$ cat src/rtl/qc_cyclic_shifter_pipe.sv
// rtl/qc_cyclic_shifter_pipe.sv - pipelined modulo-Z cyclic shifter with valid/ready and tag sideband
// A rotation by s within a Z-bit field is split into a right shift and a left shift that are ORed and masked.
module qc_cyclic_shifter_pipe #(
    parameter int MAXZ           = 81,
    parameter int LEVELS_PER_REG = 1,
    parameter int TAG_W          = 8,
    localparam int SW            = $clog2(MAXZ),
    localparam int ZW            = $clog2(MAXZ + 1)
) (
    input  logic             CLK,
    input  logic             rst_n,
    input  logic             in_valid,
    output logic             in_ready,
    input  logic [MAXZ-1:0]  in_data,
    input  logic [SW-1:0]    in_shift,
    input  logic [ZW-1:0]    in_z,
    input  logic             in_dir_left,
    input  logic [TAG_W-1:0] in_tag,
    output logic             out_valid,
    input  logic             out_ready,
    output logic [MAXZ-1:0]  out_data,
    output logic [TAG_W-1:0] out_tag,
    output logic             out_err
);

    localparam int NLEV  = SW;
    localparam int DEPTH = (NLEV + LEVELS_PER_REG - 1) / LEVELS_PER_REG;

    function automatic logic [MAXZ-1:0] shr_levels(input logic [MAXZ-1:0] x, input logic [SW-1:0] a,
                                                   input int lo, input int hi);
        logic [MAXZ-1:0] y;
        y = x;
        for (int k = 0; k < SW; k++) begin
            if (k >= lo && k < hi && a[k]) y = y >> (1 << k);
        end
        return y;
    endfunction

    function automatic logic [MAXZ-1:0] shl_levels(input logic [MAXZ-1:0] x, input logic [SW-1:0] a,
                                                   input int lo, input int hi);
        logic [MAXZ-1:0] y;
        y = x;
        for (int k = 0; k < SW; k++) begin
            if (k >= lo && k < hi && a[k]) y = y << (1 << k);
        end
        return y;
    endfunction

    // Index 0 is the entry point; index j+1 is the register output of stage j.
    logic [MAXZ-1:0]  s_r   [DEPTH+1];
    logic [MAXZ-1:0]  s_l   [DEPTH+1];
    logic [MAXZ-1:0]  s_m   [DEPTH+1];
    logic [TAG_W-1:0] s_tag [DEPTH+1];
    logic             s_err [DEPTH+1];
    logic             s_v   [DEPTH+1];
    logic [SW-1:0]    s_ra  [DEPTH];
    logic [SW-1:0]    s_la  [DEPTH];

    logic            adv;
    logic            legal;
    logic [MAXZ-1:0] zmask;
    logic [MAXZ-1:0] ent_mask;
    logic [SW-1:0]   comp_s;

    assign adv      = !out_valid || out_ready;
    assign in_ready = adv;

    // Rotating right by s equals (d >> s) | (d << (Z-s)); left rotation swaps the two amounts.
    always_comb begin
        for (int k = 0; k < MAXZ; k++) zmask[k] = (ZW'(k) < in_z);
        legal    = (in_z != '0) && (in_z <= ZW'(MAXZ)) && (ZW'(in_shift) < in_z);
        comp_s   = (in_shift == '0) ? '0 : (in_z[SW-1:0] - in_shift);
        ent_mask = legal ? zmask : '0;
    end

    assign s_r[0]   = in_data & ent_mask;
    assign s_l[0]   = in_data & ent_mask;
    assign s_m[0]   = ent_mask;
    assign s_tag[0] = in_tag;
    assign s_err[0] = !legal;
    assign s_v[0]   = in_valid;
    assign s_ra[0]  = in_dir_left ? comp_s : in_shift;
    assign s_la[0]  = in_dir_left ? in_shift : comp_s;

    for (genvar j = 0; j < DEPTH; j++) begin : g_stage
        localparam int LO = j * LEVELS_PER_REG;
        localparam int HI = (LO + LEVELS_PER_REG > NLEV) ? NLEV : LO + LEVELS_PER_REG;

        logic [MAXZ-1:0]  r_q, l_q, m_q;
        logic [TAG_W-1:0] tag_q;
        logic             err_q, v_q;

        always_ff @(posedge CLK) begin
            if (!rst_n) begin
                r_q   <= '0;
                l_q   <= '0;
                m_q   <= '0;
                tag_q <= '0;
                err_q <= 1'b0;
                v_q   <= 1'b0;
            end else if (adv) begin
                r_q   <= shr_levels(s_r[j], s_ra[j], LO, HI);
                l_q   <= shl_levels(s_l[j], s_la[j], LO, HI);
                m_q   <= s_m[j];
                tag_q <= s_tag[j];
                err_q <= s_err[j];
                v_q   <= s_v[j];
            end
        end

        assign s_r[j+1]   = r_q;
        assign s_l[j+1]   = l_q;
        assign s_m[j+1]   = m_q;
        assign s_tag[j+1] = tag_q;
        assign s_err[j+1] = err_q;
        assign s_v[j+1]   = v_q;

        // The final stage has no further levels, so it needs no shift amounts.
        if (j < DEPTH - 1) begin : g_amt
            logic [SW-1:0] ra_q, la_q;

            always_ff @(posedge CLK) begin
                if (!rst_n) begin
                    ra_q <= '0;
                    la_q <= '0;
                end else if (adv) begin
                    ra_q <= s_ra[j];
                    la_q <= s_la[j];
                end
            end

            assign s_ra[j+1] = ra_q;
            assign s_la[j+1] = la_q;
        end
    end

    assign out_valid = s_v[DEPTH];
    assign out_data  = (s_r[DEPTH] | s_l[DEPTH]) & s_m[DEPTH];
    assign out_tag   = s_tag[DEPTH];
    assign out_err   = s_err[DEPTH];

endmodule

$ cat config.mk
export PLATFORM = sky130hd
export DESIGN_NAME = qc_cyclic_shifter_pipe
export DESIGN_NICKNAME = d
export VERILOG_FILES = /design/src/rtl/qc_cyclic_shifter_pipe.sv
export SDC_FILE = /design/constraint.sdc
export NUM_CORES = 2
export LEC_CHECK = 0
export CORE_MARGIN = 1.5
export CORE_UTILIZATION = 60
export DETAILED_ROUTE_END_ITERATION = 16
export GPL_TIMING_DRIVEN = 1
export MAX_ROUTING_LAYER = met4
export PLACE_DENSITY_LB_ADDON = 0.3
export SLEW_MARGIN = 10
export SYNTH_ARGS = -nofsm -noshare
export SYNTH_HDL_FRONTEND = slang
export SYNTH_SLANG_ARGS = --single-unit
export TNS_END_PERCENT = 50
$ cat constraint.sdc
create_clock -name CLK -period 3.2 [get_ports CLK]
set_clock_uncertainty 0.15 [all_clocks]
set_input_delay 0.64 -clock CLK [delete_from_list [all_inputs] [get_ports CLK]]
set_output_delay 0.64 -clock CLK [all_outputs]
set_load 0.005 [all_outputs]
# Yosys cells after proc, flatten, opt, wreduce, memory -nomap -nowiden

Index checks and enable logic that the tools add are counted.
Widths: inputs -> output; s select.

Add/subtract/negate cells: 1
Order comparisons: 83
Mux-type cells: 18
Bitwise gates (word level): 3
Reductions and logical operators: 7

Operators by type and width:

| kind               | count |
|---|---|
| $mux 81            | 15 |
| $lt 6x7->1 const A | 32 |
| $and 81x81->81     | 2 |
| $lt 7x7->1 const A | 17 |
| $lt 5x7->1 const A | 16 |
| $or 81x81->81      | 1 |
| $lt 4x7->1 const A | 8 |
| $lt 3x7->1 const A | 4 |
| $mux 7             | 3 |
| $lt 1x7->1 const A | 2 |
| $lt 2x7->1 const A | 2 |
| $le 7x7->1 const B | 1 |
| $logic_not 7->1    | 1 |
| $lt 7x7->1         | 1 |
| $reduce_bool 7->1  | 1 |
| $sub 7x7->7        | 1 |
| $logic_and 1x1->1  | 2 |
| $logic_not 1->1    | 2 |
| $logic_or 1x1->1   | 1 |

Register bits after elaboration: 1855
Bits of input ports: 108
Output and inout bits: 92
Logic and storage cells: 166

# Longest topological paths before layout

Word-level depth: 6
Depth in mapped cells: 11
Gate-level depth less buffers: 8

# Least setup slack after synthesis

No wires, ideal clock.

Path kind: input-to-reg
Start point: input port in_z[0]
End point: register g_stage[0].r_q[80]
Library setup time: 0.128 ns
Data arrival time: 2.413 ns
Required time: 2.922 ns
Setup slack: 0.509 ns
Cell stages on the path: 9
Path buffers: 3
Cell sequence: clkbuf_1 > inv_1 > ha_1 > a221oi_2 > buf_2 > buf_2 > nor2_1 > a32oi_1 > nor2_1

Word-level cells in the longest chain between the ends: 6
Elaborated cells on any way between the ends: 12
Those cells by class: add/sub: 1; order compare: 3; mux: 4; bitwise: 1; reduce/logical: 3

Ends and longest elaborated chain:

| item                                                   | line | source |
|---|---|---|
| from (decl)                                            | 16   | `input logic [ZW-1:0] in_z,` |
| $le 7x7->1 / $reduce_bool 7->1 (equally long branches) | 71   | `legal = (in_z != '0) && (in_z <= ZW'(MAXZ)) && (ZW'(in_shift) < in_z);` |
| $logic_and 1x1->1 (2 in series)                        | 71   |  |
| $mux 81                                                | 73   | `ent_mask = legal ? zmask : '0;` |
| $and 81x81->81                                         | 76   | `assign s_r[0] = in_data & ent_mask;` |
| $mux 81 (*)                                            | 34   | `if (k >= lo && k < hi && a[k]) y = y >> (1 << k);` |
| to (signal assigned)                                   | 102  | `r_q <= shr_levels(s_r[j], s_ra[j], LO, HI);` |
| to (decl)                                              | 89   | `logic [MAXZ-1:0] r_q, l_q, m_q;` |

Every way passes the cells marked *; elsewhere a longest branch is shown, timed or not.
A chain may end at the register's enable or synchronous reset.

# Worst setup path in the final report

Start point: register g_stage[6].v_q (netlist: out_valid)
End point: output port in_ready

Word-level cells in the longest chain between the ends: 2

Ends and longest elaborated chain:

| item                   | line | source |
|---|---|---|
| from (decl)            | 91   | `logic err_q, v_q;` |
| from (signal assigned) | 107  | `v_q <= s_v[j];` |
| $logic_not 1->1        | 65   | `assign adv = !out_valid \|\| out_ready;` |
| $logic_or 1x1->1       | 65   |  |
| to (decl)              | 13   | `output logic in_ready,` |

No other way between the ends.

==> reports/results.ini <==
[global_route]
antenna_found_initial=2
grt_max_degree=164
grt_pass1_wl_um=353000
overflow=0
first_global_vias=54800
track_usage_pct=39.1

[finish]
nets=8399
areaGrowthSynthToFinish_pct=15.7
fin_area_um2=83700
drive_gt1_share_pct=8.84

[routing]
wl_per_cell_um=23.8
vias=61000
avgViaCountPerCell=6.08
ant_nets=0
wl_um=239000
drc_errors=0
drt_pass1_iterations=6
drt_iter0_drc=7126

[clocking]
htree_levels=4
clkLatencyLatePin_ps=830
cts_setup_buffers=0
ctsHoldBuffers=0
cts_tree=built
cts_sinks=1813
clk_path_buf_depth=3
cts_resized=0
cts-root-buf=clkbuf_16
clkTransAtPathRegs_ps=60
cts_buffers=178

[power_and_ir_drop]
peakVddDrop_mv=0.575
cellPowerDensity_nw_per_um2=564
pwr-share-comb_pct=5.8
swShare_pct=23.4
power_frac_clock_pct=44.5
cellInternalPower_mw=36.1
switching_power_mw=11.1
leakage_nw=29.7
power_mw=47.2
seqPwrFrac_pct=49.6

[synthesis]
avgSynthCellArea_um2=8.78
synth_largest_area_cell=dfxtp_1
syn_area_um2=72300
synth-async-reset-ratio_pct=0
synth_area_leaders=dfxtp_1 (50%), mux2i_1 (10%), nand2_1 (8.6%)
synth-edff-count=0
synthCells=8239
synthFlopType=dfxtp_1
synth_cell_type_count=74
synth_warnings=0
synth.net_count=8355
ys_ff_latch=1813
synth_top_area_share_pct=50.2
synth_seq_area_share_pct=50.2

[setup_path]
critPathArrivalTime_ps=2210
path_max_fanout=14
end_kind=output pin
cp.required_ps=2410
worst-setup-path-type=reg2out
worst_setup_path_start_kind=register

[die]
dieArea_um2=123000
rows=127
start_util_pct=60.4
die_h_um=350
die_w_um=350
core_um2=120000
io_pins=200

[placement]
portBuffers=199
placed_area_um2=77700
hpwl_um=175000
gp_congestion=0.978
dp_worst_setup_slack_ps=-229

[sta]
setup_viol=0
tightestPinTransition_ps=986
relSlewSlack_pct=34.2
hold_ws_ps=229
rsz0062_at_grt=false
finalHoldViolations=0
drv_slew=0
setup_ws_ps=195
fmax_mhz=333
fin_crit_sh_pct=93.9
period_needed_ps=3000

[run]
cap_violations=0

[outcome]
status=finished, final reports clean

[min_path]
hold_class=in2reg

## flip-flops by register name, summed over array words and instances, names as in the netlist
name / count
g_stage.tag_q: 48
out_valid: 1
g_stage.m_q: 567
g_stage.v_q: 6
out_tag: 8
g_stage.r_q: 567
out_err: 1
g_stage.err_q: 6
g_stage.g_amt.ra_q: 21
g_stage.g_amt.la_q: 21
g_stage.l_q: 567
## layout by cell type (no fill, tap or decap), drive strengths merged, types with 13 or more instances in the layout
cell           netlist  layout
mux2i              753     753
o21a                85      85
o211ai              19      19
o21ai              141     141
nor3                13      13
nand3               55      55
a21oi              867     867
clkdlybuf4s50        0     199
a22o               146     146
o221ai              24      24
nor2               752     752
nand3b             254     254
clkbuf             622     277
clkinv               0      37
inv                 26      33
nand2             1651    1651
a211oi             735     735
dfxtp             1813    1813
nor4                14      14
buf                127     414
## path summary, 6_finish.rpt
| path | startpoint | endpoint | slack, ps | cells past startpoint |
|---|---|---|---|---|
| hold reg to reg | g_stage[5].m_q[19] | g_stage[5].m_q[19] | 300 | 2 |
| setup / recovery | out_valid | in_ready | 200 | 3 |
| setup reg to reg | out_valid | g_stage[6].m_q[44] | 870 | 5 |
| hold / removal | in_tag[4] | g_stage[0].tag_q[4] | 230 | 3 |
## stage by stage
step | setup TNS (ps) | instances | utilization, %
6_report | 0 | 10000 | 69.8
5_1_grt | 0 | 10000 | 69.8
4_1_cts | 0 | 10000 | 69.8
3_5_place_dp | -29680 | 9715 | 64.9
3_3_place_gp | -27600 | 9715 | 64.9
2_1_floorplan | 0 | 8239 | -
## worst max-delay path, stage by stage (launching register included)
cell             delay, ps
dfxtp_1                390
nor2b_4                350
inv_8                  160
clkdlybuf4s50_1        490
## power by group through the flow
stage / logic, mW / clock network [mW] / registers [mW]
floorplan: 1.61 / 0 / 23.6
global placement: 2.67 / 0 / 23.9
detailed placement: 2.70 / 0 / 23.9
CTS: 2.71 / 21.1 / 23.4
finish: 2.75 / 21.0 / 23.4
global route: 2.91 / 22.1 / 23.4
## Yosys cell counts (all sizes together) (13+ instances only)
| cell | n |
|---|---|
| mux2i | 753 |
| buf | 127 |
| nand3 | 55 |
| a22o | 146 |
| inv | 26 |
| clkbuf | 622 |
| dfxtp | 1813 |
| o221ai | 24 |
| o21a | 85 |
| a21oi | 867 |
| nor2 | 752 |
| a211oi | 735 |
| nand3b | 254 |
| o211ai | 19 |
| o21ai | 141 |
| nor3 | 13 |
| nand2 | 1651 |
| nor4 | 14 |
## metal layers
layer | vias up | part of all wire [%] | GRT usage, %
met1 | 29000 | 44 | 54.1
met4 | 0 | 5.6 | 20.2
li1 | 29000 | - | -
met2 | 2576 | 43 | 55.2
met5 | - | 0 | -
met3 | 473 | 8.1 | 6.08
## cells by family after synthesis
family,Yosys count,share of synthesized area (%)
AO/OA/AOI/OAI,2083,18.6
buffers and inverters,775,4.15
AND/OR/NAND/NOR,2806,16.5
multiplexers,754,10.4
flip-flops,1813,50.2
adder cells (fa/ha/maj),8,0.149
## final cells by class
| type | instances | area (µm²) |
|---|---|---|
| fillers | 9377 | 36100 |
| clock inverters | 49 | 518 |
| repair buffers | 613 | 6160 |
| well taps | 1612 | 2020 |
| clock buffers | 277 | 5420 |
| multi-input cells | 5651 | 33100 |
| diodes | 1 | 2.50 |
| flip-flops and latches | 1813 | 36300 |
| inverters | 26 | 113 |
Power figures use the tool's default switching activity.
